==> src/rtl/pc_sequencer_pkg.sv <==
// pc_pkg: shared state type and default widths for the PC sequencer.
package pc_pkg;
    typedef enum logic [1:0] {IDLE, RUN, FLUSH, HALTED} pc_state_t;
    localparam int PC_W = 12;
    localparam int PC_OFF_W = 8;
    localparam int PC_CNT_W = 16;
endpackage

==> src/rtl/pc_sequencer_if.sv <==
// pc_sequencer_if: control inputs from decode/ALU and PC/status outputs to ROM and harness.
interface pc_sequencer_if #(
    parameter int D = pc_pkg::PC_W,
    parameter int CNT_W = pc_pkg::PC_CNT_W
);
    logic start, stall, branch, taken, abs_en, halt;
    logic [D-1:0] target;
    logic [D-1:0] prog_ctr;
    logic fetch_valid, done;
    logic [CNT_W-1:0] cyc_cnt;
    modport master (
        output start, stall, branch, taken, abs_en, target, halt,
        input prog_ctr, fetch_valid, done, cyc_cnt
    );
    modport slave (
        input start, stall, branch, taken, abs_en, target, halt,
        output prog_ctr, fetch_valid, done, cyc_cnt
    );
endinterface

==> src/rtl/pc_sequencer_next_calc.sv <==
// pc_next_calc: branch destination, absolute target or PC plus sign-extended low offset.
module pc_next_calc
    import pc_pkg::*;
#(
    parameter int D = PC_W,
    parameter int OFF_W = PC_OFF_W
) (
    input  logic [D-1:0] prog_ctr_i,
    input  logic         abs_en_i,
    input  logic [D-1:0] target_i,
    output logic [D-1:0] dest_o
);
    logic [D-1:0] rel_dest;
    assign rel_dest = prog_ctr_i + {{(D-OFF_W){target_i[OFF_W-1]}}, target_i[OFF_W-1:0]};
    assign dest_o = abs_en_i ? target_i : rel_dest;
endmodule

==> src/rtl/pc_sequencer.sv <==
// pc_sequencer: program counter FSM with fetch qualifier, done flag and saturating cycle counter.
module pc_sequencer
    import pc_pkg::*;
#(
    parameter int D = PC_W,
    parameter int OFF_W = PC_OFF_W,
    parameter int CNT_W = PC_CNT_W
) (
    input logic           clk,
    input logic           reset,
    pc_sequencer_if.slave bus
);
    pc_state_t state_q, state_d;
    logic [D-1:0] pc_q, pc_d, dest;
    logic [CNT_W-1:0] cnt_q, cnt_d, cnt_inc;

    pc_next_calc #(.D(D), .OFF_W(OFF_W)) u_next (
        .prog_ctr_i(pc_q),
        .abs_en_i  (bus.abs_en),
        .target_i  (bus.target),
        .dest_o    (dest)
    );

    assign cnt_inc = (cnt_q == '1) ? cnt_q : cnt_q + 1'b1;

    always_comb begin
        state_d = state_q;
        pc_d = pc_q;
        cnt_d = cnt_q;
        case (state_q)
            IDLE, HALTED: if (bus.start) begin
                state_d = RUN;
                pc_d = '0;
                cnt_d = '0;
            end
            RUN: if (!bus.stall) begin
                cnt_d = cnt_inc;
                if (bus.halt) state_d = HALTED;
                else if (bus.branch && bus.taken) begin
                    pc_d = dest;
                    state_d = FLUSH;
                end else pc_d = pc_q + 1'b1;
            end
            default: begin
                cnt_d = cnt_inc;
                state_d = RUN;
            end
        endcase
    end

    always_ff @(posedge clk) begin
        if (reset) begin
            state_q <= IDLE;
            pc_q <= '0;
            cnt_q <= '0;
        end else begin
            state_q <= state_d;
            pc_q <= pc_d;
            cnt_q <= cnt_d;
        end
    end

    assign bus.prog_ctr = pc_q;
    assign bus.fetch_valid = (state_q == RUN);
    assign bus.done = (state_q == HALTED);
    assign bus.cyc_cnt = cnt_q;
endmodule

==> src/flat_wrapper.sv <==
// flat-port wrapper written by rule: the top's interface ports become plain ports
module pc_sequencer_flat import pc_pkg::*;
#(
    parameter int D = PC_W,
    parameter int OFF_W = PC_OFF_W,
    parameter int CNT_W = PC_CNT_W
)
  (clk, reset, bus_start, bus_stall, bus_branch, bus_taken, bus_abs_en, bus_target, bus_halt, bus_prog_ctr, bus_fetch_valid, bus_done, bus_cyc_cnt);
  pc_sequencer_if #(.D(D), .CNT_W(CNT_W)) bus_i ();
  input logic clk;
  input logic reset;
  input wire logic [$bits(bus_i.start)-1:0] bus_start;
  input wire logic [$bits(bus_i.stall)-1:0] bus_stall;
  input wire logic [$bits(bus_i.branch)-1:0] bus_branch;
  input wire logic [$bits(bus_i.taken)-1:0] bus_taken;
  input wire logic [$bits(bus_i.abs_en)-1:0] bus_abs_en;
  input wire logic [$bits(bus_i.target)-1:0] bus_target;
  input wire logic [$bits(bus_i.halt)-1:0] bus_halt;
  output wire logic [$bits(bus_i.prog_ctr)-1:0] bus_prog_ctr;
  output wire logic [$bits(bus_i.fetch_valid)-1:0] bus_fetch_valid;
  output wire logic [$bits(bus_i.done)-1:0] bus_done;
  output wire logic [$bits(bus_i.cyc_cnt)-1:0] bus_cyc_cnt;
  assign bus_i.start = bus_start;
  assign bus_i.stall = bus_stall;
  assign bus_i.branch = bus_branch;
  assign bus_i.taken = bus_taken;
  assign bus_i.abs_en = bus_abs_en;
  assign bus_i.target = bus_target;
  assign bus_i.halt = bus_halt;
  assign bus_prog_ctr = bus_i.prog_ctr;
  assign bus_fetch_valid = bus_i.fetch_valid;
  assign bus_done = bus_i.done;
  assign bus_cyc_cnt = bus_i.cyc_cnt;
  pc_sequencer #(.D(D), .OFF_W(OFF_W), .CNT_W(CNT_W)) u_core (.clk(clk), .reset(reset), .bus(bus_i));
endmodule
==> config.mk <==
export PLATFORM = sky130hd
export DESIGN_NAME = pc_sequencer_flat
export DESIGN_NICKNAME = d
export VERILOG_FILES = /design/src/rtl/pc_sequencer_pkg.sv /design/src/rtl/pc_sequencer_if.sv /design/src/rtl/pc_sequencer_next_calc.sv /design/src/rtl/pc_sequencer.sv /design/src/flat_wrapper.sv
export SDC_FILE = /design/constraint.sdc
export NUM_CORES = 1
export LEC_CHECK = 0
export ABC_CLOCK_PERIOD_IN_PS = 1950
export CAP_MARGIN = 30
export CELL_PAD_IN_SITES_DETAIL_PLACEMENT = 1
export CELL_PAD_IN_SITES_GLOBAL_PLACEMENT = 1
export CORE_MARGIN = 2
export CORE_UTILIZATION = 33
export DETAILED_ROUTE_END_ITERATION = 10
export PLACE_DENSITY = 0.84
export SYNTH_ARGS = -nofsm -noshare
export SYNTH_HDL_FRONTEND = slang
export SYNTH_SLANG_ARGS = --single-unit
==> constraint.sdc <==
create_clock -name clk -period 1.95 [get_ports clk]
set_clock_uncertainty 0.05 [all_clocks]
set_input_delay 0.39 -clock clk [delete_from_list [all_inputs] [get_ports clk]]
set_output_delay 0.39 -clock clk [all_outputs]
set_load 0.005 [all_outputs]
# After elaboration in Yosys (flattened, before gate mapping)
# Index checks and enable logic that the tools add are counted.
# word_totals
mem_count	0
reg_bits	30
mem_bits_rw	0
wordCells	35
romBits	0
latchBits	0
# classes
mux	15
n_eq_ne	7
n_shift	0
mul	0
n_reduce_logical	7
div	0
bitwise	0
n_addsub	3
n_lt_le_gt_ge	0
# ops
operator	n
two-way mux 12 bit	5
two-way mux 16 bit	3
case mux 16 bit (2 select lines)	1
case mux 12 bit (2 select lines)	1
adder 16 x 1 -> 16 bit (second input constant)	1
== test 16 bit (second input constant)	1
adder 12 x 1 -> 12 bit (second input constant)	1
adder 12 bit	1
two-way mux 2 bit	4
!= test 2 bit (second input constant)	3
case mux 2 bit (2 select lines)	1
AND reduction 4 bit	1
!= test 3 x 2 -> 1 bit (second input constant)	1
AND reduction 3 bit	1
== test 2 x 1 -> 1 bit (second input constant)	1
== test 2 bit (second input constant)	1
zero test 2 bit	1
AND reduction 2 bit	1
nonzero test 2 bit	1
OR reduction 2 bit	1
logical AND 1 bit	1

# Depth between registers and ports, before layout
# Gate-level depths: netlist (run 1).
# logic_depth
word_depth	6
mapped_depth	10
mapped_depth_nobuf	8

# Modules after synthesis
# Synthesis (run 1) repeated with hierarchy kept, for this count alone.
# unflattened
hier_cells	309
area_unflattened_um2	2434.8
# modules_own_cells
mod	cells_each	seq_area_each_um2	instances	area_per_inst_um2
pc_sequencer	223	600.6	1	1800.5
pc_next_calc	86	0.0	1	634.4

# Least setup slack after synthesis (run 1)
# No wires, ideal clock.
# synth_timing
path_type	input -> register
from	input port bus_target[5]
to	register u_core.pc_q[8], in the netlist u_core.bus.prog_ctr[8]
setup_ns	0.075
arrival_time_ns	1.970
path_buffers	0
t_required_ns	1.825
stages	7
path_slack_ns	-0.145
path_cell_list	ha_1 and2_1 or2_2 o41ai_1 xor2_1 o31a_1 o21ai_0
# synth_between
elab_chain_len	6
# synth_rtl
item	line_no	text
start, declared	flat_wrapper.sv:17	input wire logic [$bits(bus_i.target)-1:0] bus_target;
adder 12 bit	pc_sequencer_next_calc.sv:14	assign rel_dest = prog_ctr_i + {{(D-OFF_W){target_i[OFF_W-1]}}, target_i[OFF_W-1:0]};
two-way mux 12 bit	pc_sequencer_next_calc.sv:15	assign dest_o = abs_en_i ? target_i : rel_dest;
two-way mux 12 bit	pc_sequencer.sv:39	else if (bus.branch && bus.taken) begin
two-way mux 12 bit	pc_sequencer.sv:38	if (bus.halt) state_d = HALTED;
two-way mux 12 bit	pc_sequencer.sv:36	RUN: if (!bus.stall) begin
case mux 12 bit (2 select lines)	pc_sequencer.sv:30	case (state_q)
end signal, assigned	pc_sequencer.sv:58	pc_q <= pc_d;
end, declared	pc_sequencer.sv:14	logic [D-1:0] pc_q, pc_d, dest;
# No other way between the ends. The select of a mux whose other input is x is not followed.
# A chain may end at the register's enable or synchronous reset.

# Final worst setup path (run 1)
# layout_timing
from	register u_core.pc_q[6], in the netlist u_core.bus.prog_ctr[6]
to	register u_core.pc_q[11], in the netlist u_core.bus.prog_ctr[11]
# layout_between
elab_chain_len	6
word_cells_on_any_way	7
# layout_rtl
item	line_no
adder 12 bit	pc_sequencer_next_calc.sv:14
two-way mux 12 bit	pc_sequencer_next_calc.sv:15
two-way mux 12 bit (*)	pc_sequencer.sv:39
two-way mux 12 bit (*)	pc_sequencer.sv:38
two-way mux 12 bit (*)	pc_sequencer.sv:36
case mux 12 bit (2 select lines) (*)	pc_sequencer.sv:30
# Every way passes the cells marked *; elsewhere a longest branch is shown, timed or not. The select of a mux whose other input is x is not followed.

==> results.ini, run 1 <==
[synth]
synthesis.nets = 332
syn_area_um2 = 2270
synth-edff-count = 0
yosys_warnings = 0
ys_dominant_reg_cell = dfxtp_1
syn_area_per_cell_um2 = 7.67
cell_taking_the_most_area_after_synthesis = dfxtp_1
post-synth-top-area-fraction = 0.265
top_cells_by_area_in_the_synthesized_netlist = dfxtp_1 (26%), ha_1 (8.3%), nor2_1 (6.1%)
synth-async-reset-ratio = 0
yosys_register_bits = 30
synthesis.instances = 296
seq_area_frac_synth = 0.265
synth_cell_types = 55

[timing]
worst_slew_pin_slew_ns = 0.319
post-route-period-util = 1.04
max_clock_freq_mhz = 491
setup_ws_ns = -0.0870
drv_slew = 0
hold_ws_ns = 0.489
fin_crit_ns = 2.04
max_slew_margin = 0.787
grt_setup_unrepaired = true
finalHoldViolations = 0
setup-violations-final = 5

[layout]
fin_area_um2 = 3900
final_cells = 497
post_route_cells_drive_above_1_share = 0.345
mostFrequentLayoutCells = buf_4 (70), clkdlybuf4s50_1 (40), nor2_1 (33)
n_antenna_cell = 0
fillCellCount = 792
area_growth_syn_to_layout_pct = 71.8
layout.nets = 452
area.sequential_um2 = 611
layout_commonest_cell = buf_4
multi_input_comb_area_um2 = 1940

[power_and_ir_drop]
power.density_cell_area_nw_per_um2 = 586
report.power.total_mw = 2.29
leakage_power_nw = 1.56
power.ir.vdd_worst_mv = 0.258

[worst_setup_path]
critical_path_arrival_ns = 2.16
crit_required_ns = 2.07
worst-path-max-fanout = 2
cp-end-kind = register
setup.worst_path.class = register to register
critPathLaunchType = register

[status]
violations_in_the_final_reports = negative setup slack
status = complete, but fails checks

[routing]
drt-pass1-iter-count = 4
wirelength_mm = 9.77
detail_route_antenna_nets = 0
drt_drc_violations_left = 0
avgRoutedWirePerCell_um = 19.7
detailroute.via_count = 2834
avgViaCountPerCell = 5.70
drt-initial-drc-count = 75

[die]
core_region_area_um2 = 6720
die_w_um = 86.9
placementRows = 30
fp.dieH_um = 86.9
die_area_um2 = 7560
boundary_pins = 50
starting_utilization_of_the_core_area = 0.338

[place]
finalWeightedCongestion = 0.931
dp.final_hpwl_mm = 6.57
placed_cell_area_um2 = 3410
detailedPlace.worstSlack_ns = -0.836
dpl.cell_count = 482
portBuffers = 49

[cts]
tritoncts_clock_tree = done
worst_skew_pair.late_latency_ns = 0.29
cts_buffer_depth = 2
cts-buffers-inserted = 5
cts_num_sinks = 30
clkTransAtPathRegs_ns = 0.07
clockRootBuffer = clkbuf_8
clock_tree.htree_level_count = 2

[flow_run]
cap_viol_max_count = 0

[global_routing]
antenna_found_initial = 0
grt_overflow = 0
groute.usage.overall = 0.253
pin_count_of_the_biggest_net_entering_global_routing = 17
grt_pass1_vias = 3083
grt_first_pass_wirelength_mm = 15.1

[worst_hold_path]
worstHoldPathType = register to register

==> what timing repair did <==
action,in CTS,in global routing
gates resized for setup,42,42
hold buffers,0,0
endpoints found under the setup margin,25,24
buffers inserted,4,5
hold endpoints to repair,0,0
pin swaps,16,24
==> through the flow <==
stage,setup TNS (ns),utilization
floorplan,-0.0255,-
global placement,-6.25,0.508
detailed placement,-8.14,0.508
CTS,-0.139,0.555
global route,-0.579,0.580
finish,-0.194,0.580
==> sequential cells by signal, summed over array words and instances (netlist names) <==
| name | count |
|---|---|
| u_core.bus.prog_ctr | 12 |
| u_core.bus.cyc_cnt | 16 |
| u_core.state_q | 2 |
==> power breakdown <==
part           total (mW)  switching (mW)  leakage [nW]  internal, mW
Sequential          0.664          0.0252         0.246         0.639
Clock               0.820           0.275        0.0714         0.545
Combinational       0.801           0.389          1.24         0.412
Total                2.29           0.689          1.56          1.60
==> routing by layer <==
metal,routed length [µm],vias to the layer above,global-route usage
met1,3870,1378,0.287
met2,5230,94,0.474
met4,316,0,0.0895
met3,352,29,0.0408
met5,0,-,0
li1,-,1333,-
==> Yosys cell counts (2+ instances only) <==
cell / count
a211oi_1: 8
a21o_1: 4
a21oi_1: 22
a22oi_1: 2
a31oi_1: 3
a32o_1: 2
and2_1: 4
and3_1: 7
buf_2: 2
clkbuf_1: 8
dfxtp_1: 30
ha_1: 15
inv_1: 5
mux2i_1: 5
nand2_1: 24
nand3_1: 18
nand4_1: 7
nand4b_1: 2
nor2_1: 37
nor3_1: 9
nor3b_1: 2
o21ai_0: 22
o31ai_1: 2
or3_1: 6
xnor2_1: 7
xor2_1: 14
==> path summary, 6_finish.rpt <==
kind                          startpoint                      end  slack [ns]  cells after the start
setup / recovery  u_core.bus.prog_ctr[6]  u_core.bus.prog_ctr[11]       -0.09                      7
hold / removal     u_core.bus.cyc_cnt[8]    u_core.bus.cyc_cnt[8]        0.49                      2
setup reg to reg  u_core.bus.prog_ctr[6]  u_core.bus.prog_ctr[11]       -0.09                      7
hold reg to reg    u_core.bus.cyc_cnt[8]    u_core.bus.cyc_cnt[8]        0.49                      2
==> worst max-delay path, stage by stage, from the launching register on <==
cell,delay [ns]
dfxtp_2,0.35
ha_4,0.27
nor2_1,0.06
a211oi_2,0.32
o31ai_4,0.13
a311o_1,0.36
nor4b_2,0.29
nor3b_1,0.09
==> cell families after synthesis <==
| family | after synthesis | synth area share |
|---|---|---|
| AO/OA/AOI/OAI | 79 | 0.219 |
| XOR/XNOR | 21 | 0.0810 |
| adder cells (fa/ha/maj) | 16 | 0.0915 |
| buffers and inverters | 16 | 0.0276 |
| flip-flops | 30 | 0.265 |
| multiplexers | 5 | 0.0221 |
| AND/OR/NAND/NOR | 129 | 0.294 |
==> area by class of cell <==
cell class	instances	share of cell area
multi-input combinational	250	0.499
clock buffer	6	0.0212
inverter	5	0.00481
tap	80	0.0257
sequential	30	0.157
clock inverter	2	0.0154
timing repair buffer	124	0.278
No activity file was read; power rests on OpenSTA's default activity.
==> inputs of run 2 (changes only) <==
--- a/config.mk
+++ b/config.mk
@@ -10,9 +10,10 @@
 export CELL_PAD_IN_SITES_DETAIL_PLACEMENT = 1
 export CELL_PAD_IN_SITES_GLOBAL_PLACEMENT = 1
 export CORE_MARGIN = 2
-export CORE_UTILIZATION = 33
+export CORE_UTILIZATION = 34
+export CTS_BUF_LIST = sky130_fd_sc_hd__clkbuf_4 sky130_fd_sc_hd__clkbuf_8
 export DETAILED_ROUTE_END_ITERATION = 10
-export PLACE_DENSITY = 0.84
+export PLACE_DENSITY = 0.86
 export SYNTH_ARGS = -nofsm -noshare
 export SYNTH_HDL_FRONTEND = slang
 export SYNTH_SLANG_ARGS = --single-unit
==> run 2 against run 1 <==
Compared with the run above:
- the flow still finishes with violations (negative setup slack)
- sequential share of layout area up 0.066 points
- flip-flop and latch count unchanged
- core utilization up 2.8 points
- combinational power up 2.6%
- worst setup slack worse by 0.059 ns
- hold slack better by 0.019 ns
- count of clock-buffer cells in the layout unchanged
- via count up 5.0%
- global-route usage up 4.1 points
- cell count down 0.80%
- routed wire length up 17%
- critical path type unchanged
- largest cell class unchanged
==> results.ini, run 2 (synthesis gave the netlist of run 1 again) <==
[timing]
post-route-period-util = 1.08  ; was 1.04
worst_slew_pin_slew_ns = 0.331  ; was 0.319 ns
max_slew_margin = 0.776  ; was 0.787
grt_setup_unrepaired = true  ; unchanged
drv_slew = 0  ; unchanged
setup_ws_ns = -0.146  ; was -0.0870 ns
finalHoldViolations = 0  ; unchanged
finalSetupTns_ns = -0.186  ; was -0.194 ns
setup-violations-final = 5  ; unchanged
max_clock_freq_mhz = 477  ; was 491 MHz
fin_crit_ns = 2.10  ; was 2.04 ns

[layout]
area_growth_syn_to_layout_pct = 71.1  ; was 71.8%
fin_area_um2 = 3880  ; was 3900 µm²
layout_commonest_cell = buf_4  ; unchanged
fillCellCount = 757  ; was 792
layout.nets = 451  ; was 452
post_route_cells_drive_above_1_share = 0.349  ; was 0.345
max_ffs_per_register = 16  ; unchanged
mostFrequentLayoutCells = buf_4 (69), clkdlybuf4s50_1 (39), nor2_1 (33)  ; was buf_4 (70), clkdlybuf4s50_1 (40), nor2_1 (33)
n_antenna_cell = 0  ; unchanged

[place]
placed_cell_area_um2 = 3380  ; was 3410 µm²
finalWeightedCongestion = 0.849  ; was 0.931
dp.final_hpwl_mm = 6.78  ; was 6.57 mm
portBuffers = 49  ; unchanged

[worst_setup_path]
setup.worst_path.class = register to register  ; unchanged
crit-reg2reg-capture = u_core.bus.prog_ctr[11]  ; unchanged
critPathLaunchType = register  ; unchanged
rr_startpoint = u_core.bus.prog_ctr[1]  ; was u_core.bus.prog_ctr[6]
timing.reg2reg.setup_slack_ns = -0.15  ; was -0.09 ns
worst-path-max-fanout = 2  ; unchanged
crit_required_ns = 2.09  ; was 2.07 ns
critical_path_arrival_ns = 2.24  ; was 2.16 ns
r2r_cells = 8  ; was 7
cp-end-kind = register  ; unchanged

[power_and_ir_drop]
sequentialPowerShare = 0.285  ; was 0.291
clock_power_share = 0.363  ; was 0.359
leakage_power_nw = 1.54  ; was 1.56 nW
power.ir.vdd_worst_mv = 0.317  ; was 0.258 mV
switching_power_mw = 0.736  ; was 0.689 mW
share_comb_of_total_power = 0.353  ; was 0.350
power.density_cell_area_nw_per_um2 = 600  ; was 586 nW/µm²
power_report.internal_total_mw = 1.59  ; was 1.60 mW
power.switching_fraction = 0.316  ; was 0.301
report.power.total_mw = 2.33  ; was 2.29 mW

[worst_hold_path]
holdPathStages = 2  ; unchanged
hold_path.startpoint = u_core.bus.cyc_cnt[13]  ; was u_core.bus.cyc_cnt[8]
worstHoldPathType = register to register  ; unchanged
hold_end = u_core.bus.cyc_cnt[13]  ; was u_core.bus.cyc_cnt[8]

[cts]
clock_tree.htree_level_count = 2  ; unchanged
cts-buffers-inserted = 5  ; unchanged
clkTransAtPathRegs_ns = 0.08  ; was 0.07 ns
worst_skew_pair.late_latency_ns = 0.31  ; was 0.29 ns
clockRootBuffer = clkbuf_8  ; unchanged
tritoncts_clock_tree = done  ; unchanged
cts.hold.buffers_added = 0  ; unchanged
cts_num_sinks = 30  ; unchanged
cts_buffer_depth = 2  ; unchanged

[die]
die_area_um2 = 7350  ; was 7560 µm²
boundary_pins = 50  ; unchanged
die_w_um = 85.7  ; was 86.9 µm
placementRows = 29  ; was 30
core_region_area_um2 = 6390  ; was 6720 µm²
fp.dieH_um = 85.7  ; was 86.9 µm
starting_utilization_of_the_core_area = 0.355  ; was 0.338

[routing]
drt_drc_violations_left = 0  ; unchanged
detail_route_antenna_nets = 0  ; unchanged
wirelength_mm = 11.5  ; was 9.77 mm
avgRoutedWirePerCell_um = 23.3  ; was 19.7 µm
drt-pass1-iter-count = 4  ; unchanged
drt-initial-drc-count = 171  ; was 75
detailroute.via_count = 2977  ; was 2834
avgViaCountPerCell = 6.04  ; was 5.70

[global_routing]
grt_pass1_vias = 3232  ; was 3083
grt_overflow = 0  ; unchanged
grt_util_met1 = 0.333  ; was 0.287
groute.usage.overall = 0.294  ; was 0.253
grt_first_pass_wirelength_mm = 16.8  ; was 15.1 mm
globalRouteMet3Util = 0.0520  ; was 0.0408
antenna_found_initial = 0  ; unchanged
globalRoute.busiestLayer = met2  ; unchanged
pin_count_of_the_biggest_net_entering_global_routing = 17  ; unchanged
met2_resource_use_gr = 0.507  ; was 0.474

[flow_run]
cap_viol_max_count = 0  ; unchanged

[status]
violations_in_the_final_reports = negative setup slack  ; unchanged
status = complete, but fails checks  ; unchanged

==> run 2: changes by cell type in the layout (fill, tap and decap cells not counted), moves of 2 or more <==
cell           change
dlygate4sd2_1      +3
nand2_1            -2
o21ai_1            +3
nand3_2            +2
nand2_2            +2
buf_12             -2
and2_4             -2
o21ai_0            -2
and2_1             +2
buf_6              +2
nand3_1            -2
==> run 2: power groups by stage <==
stage                     registers [mW]  clock network [mW]  logic [mW]
after CTS                          0.663               0.831       0.744
final                              0.663               0.845       0.822
after floorplan                    0.677                   0       0.300
after global routing               0.666               0.861       0.866
after global placement             0.669                   0       0.632
after detailed placement           0.671                   0       0.663
==> run 2: layout make-up <==
type	instances	area (µm²)	area share
sequential	30	611	0.157
clock inverter	2	60.1	0.0155
timing repair buffer	123	1050	0.271
clock buffer	6	82.6	0.0213
inverter	5	18.8	0.00483
tap	77	96.3	0.0248
multi-input combinational	250	1960	0.506
==> run 2: worst max-delay path by stage <==
stage / slack, ns / from / end
2_1_floorplan: -0.03 / bus_target[0] / u_core.bus.prog_ctr[8]
3_3_place_gp: -0.62 / bus_target[1] / u_core.bus.prog_ctr[9]
4_1_cts: -0.02 / u_core.bus.prog_ctr[1] / u_core.bus.prog_ctr[9]
6_report: -0.15 / u_core.bus.prog_ctr[1] / u_core.bus.prog_ctr[11]
3_5_place_dp: -0.71 / bus_target[0] / u_core.bus.prog_ctr[8]
5_1_grt: -0.20 / u_core.bus.prog_ctr[8] / u_core.bus.prog_ctr[11]
==> run 2: timing repair <==
action	in CTS	in global routing
gates resized for setup	52	39
setup buffers	3	5
hold endpoints to repair	0	0
endpoints found under the setup margin	22	11
pin swaps	11	19
==> run 2: metal layers <==
layer  vias to the layer above  part of all wire
met4                         0             0.062
met3                        59             0.050
met5                         -                 0
met1                      1456              0.38
met2                       134              0.50
li1                       1328                 -
==> run 2: critical path, stage by stage, from the launching register on <==
cell      delay [ns]
dfxtp_2         0.36
ha_4            0.21
a211oi_4        0.26
o21bai_2        0.13
o31ai_2         0.28
a311o_1         0.28
buf_4           0.13
nand4b_1        0.11
nor3b_2         0.19
==> run 2: through the flow <==
step,hold slack [ns],setup WS [ns],util,cells
after floorplan,0.404,-0.0255,-,296
after global placement,0.461,-0.615,0.529,478
after detailed placement,0.497,-0.709,0.529,478
after CTS,0.503,-0.0198,0.583,489
after global routing,0.550,-0.199,0.608,493
final,0.508,-0.146,0.608,493
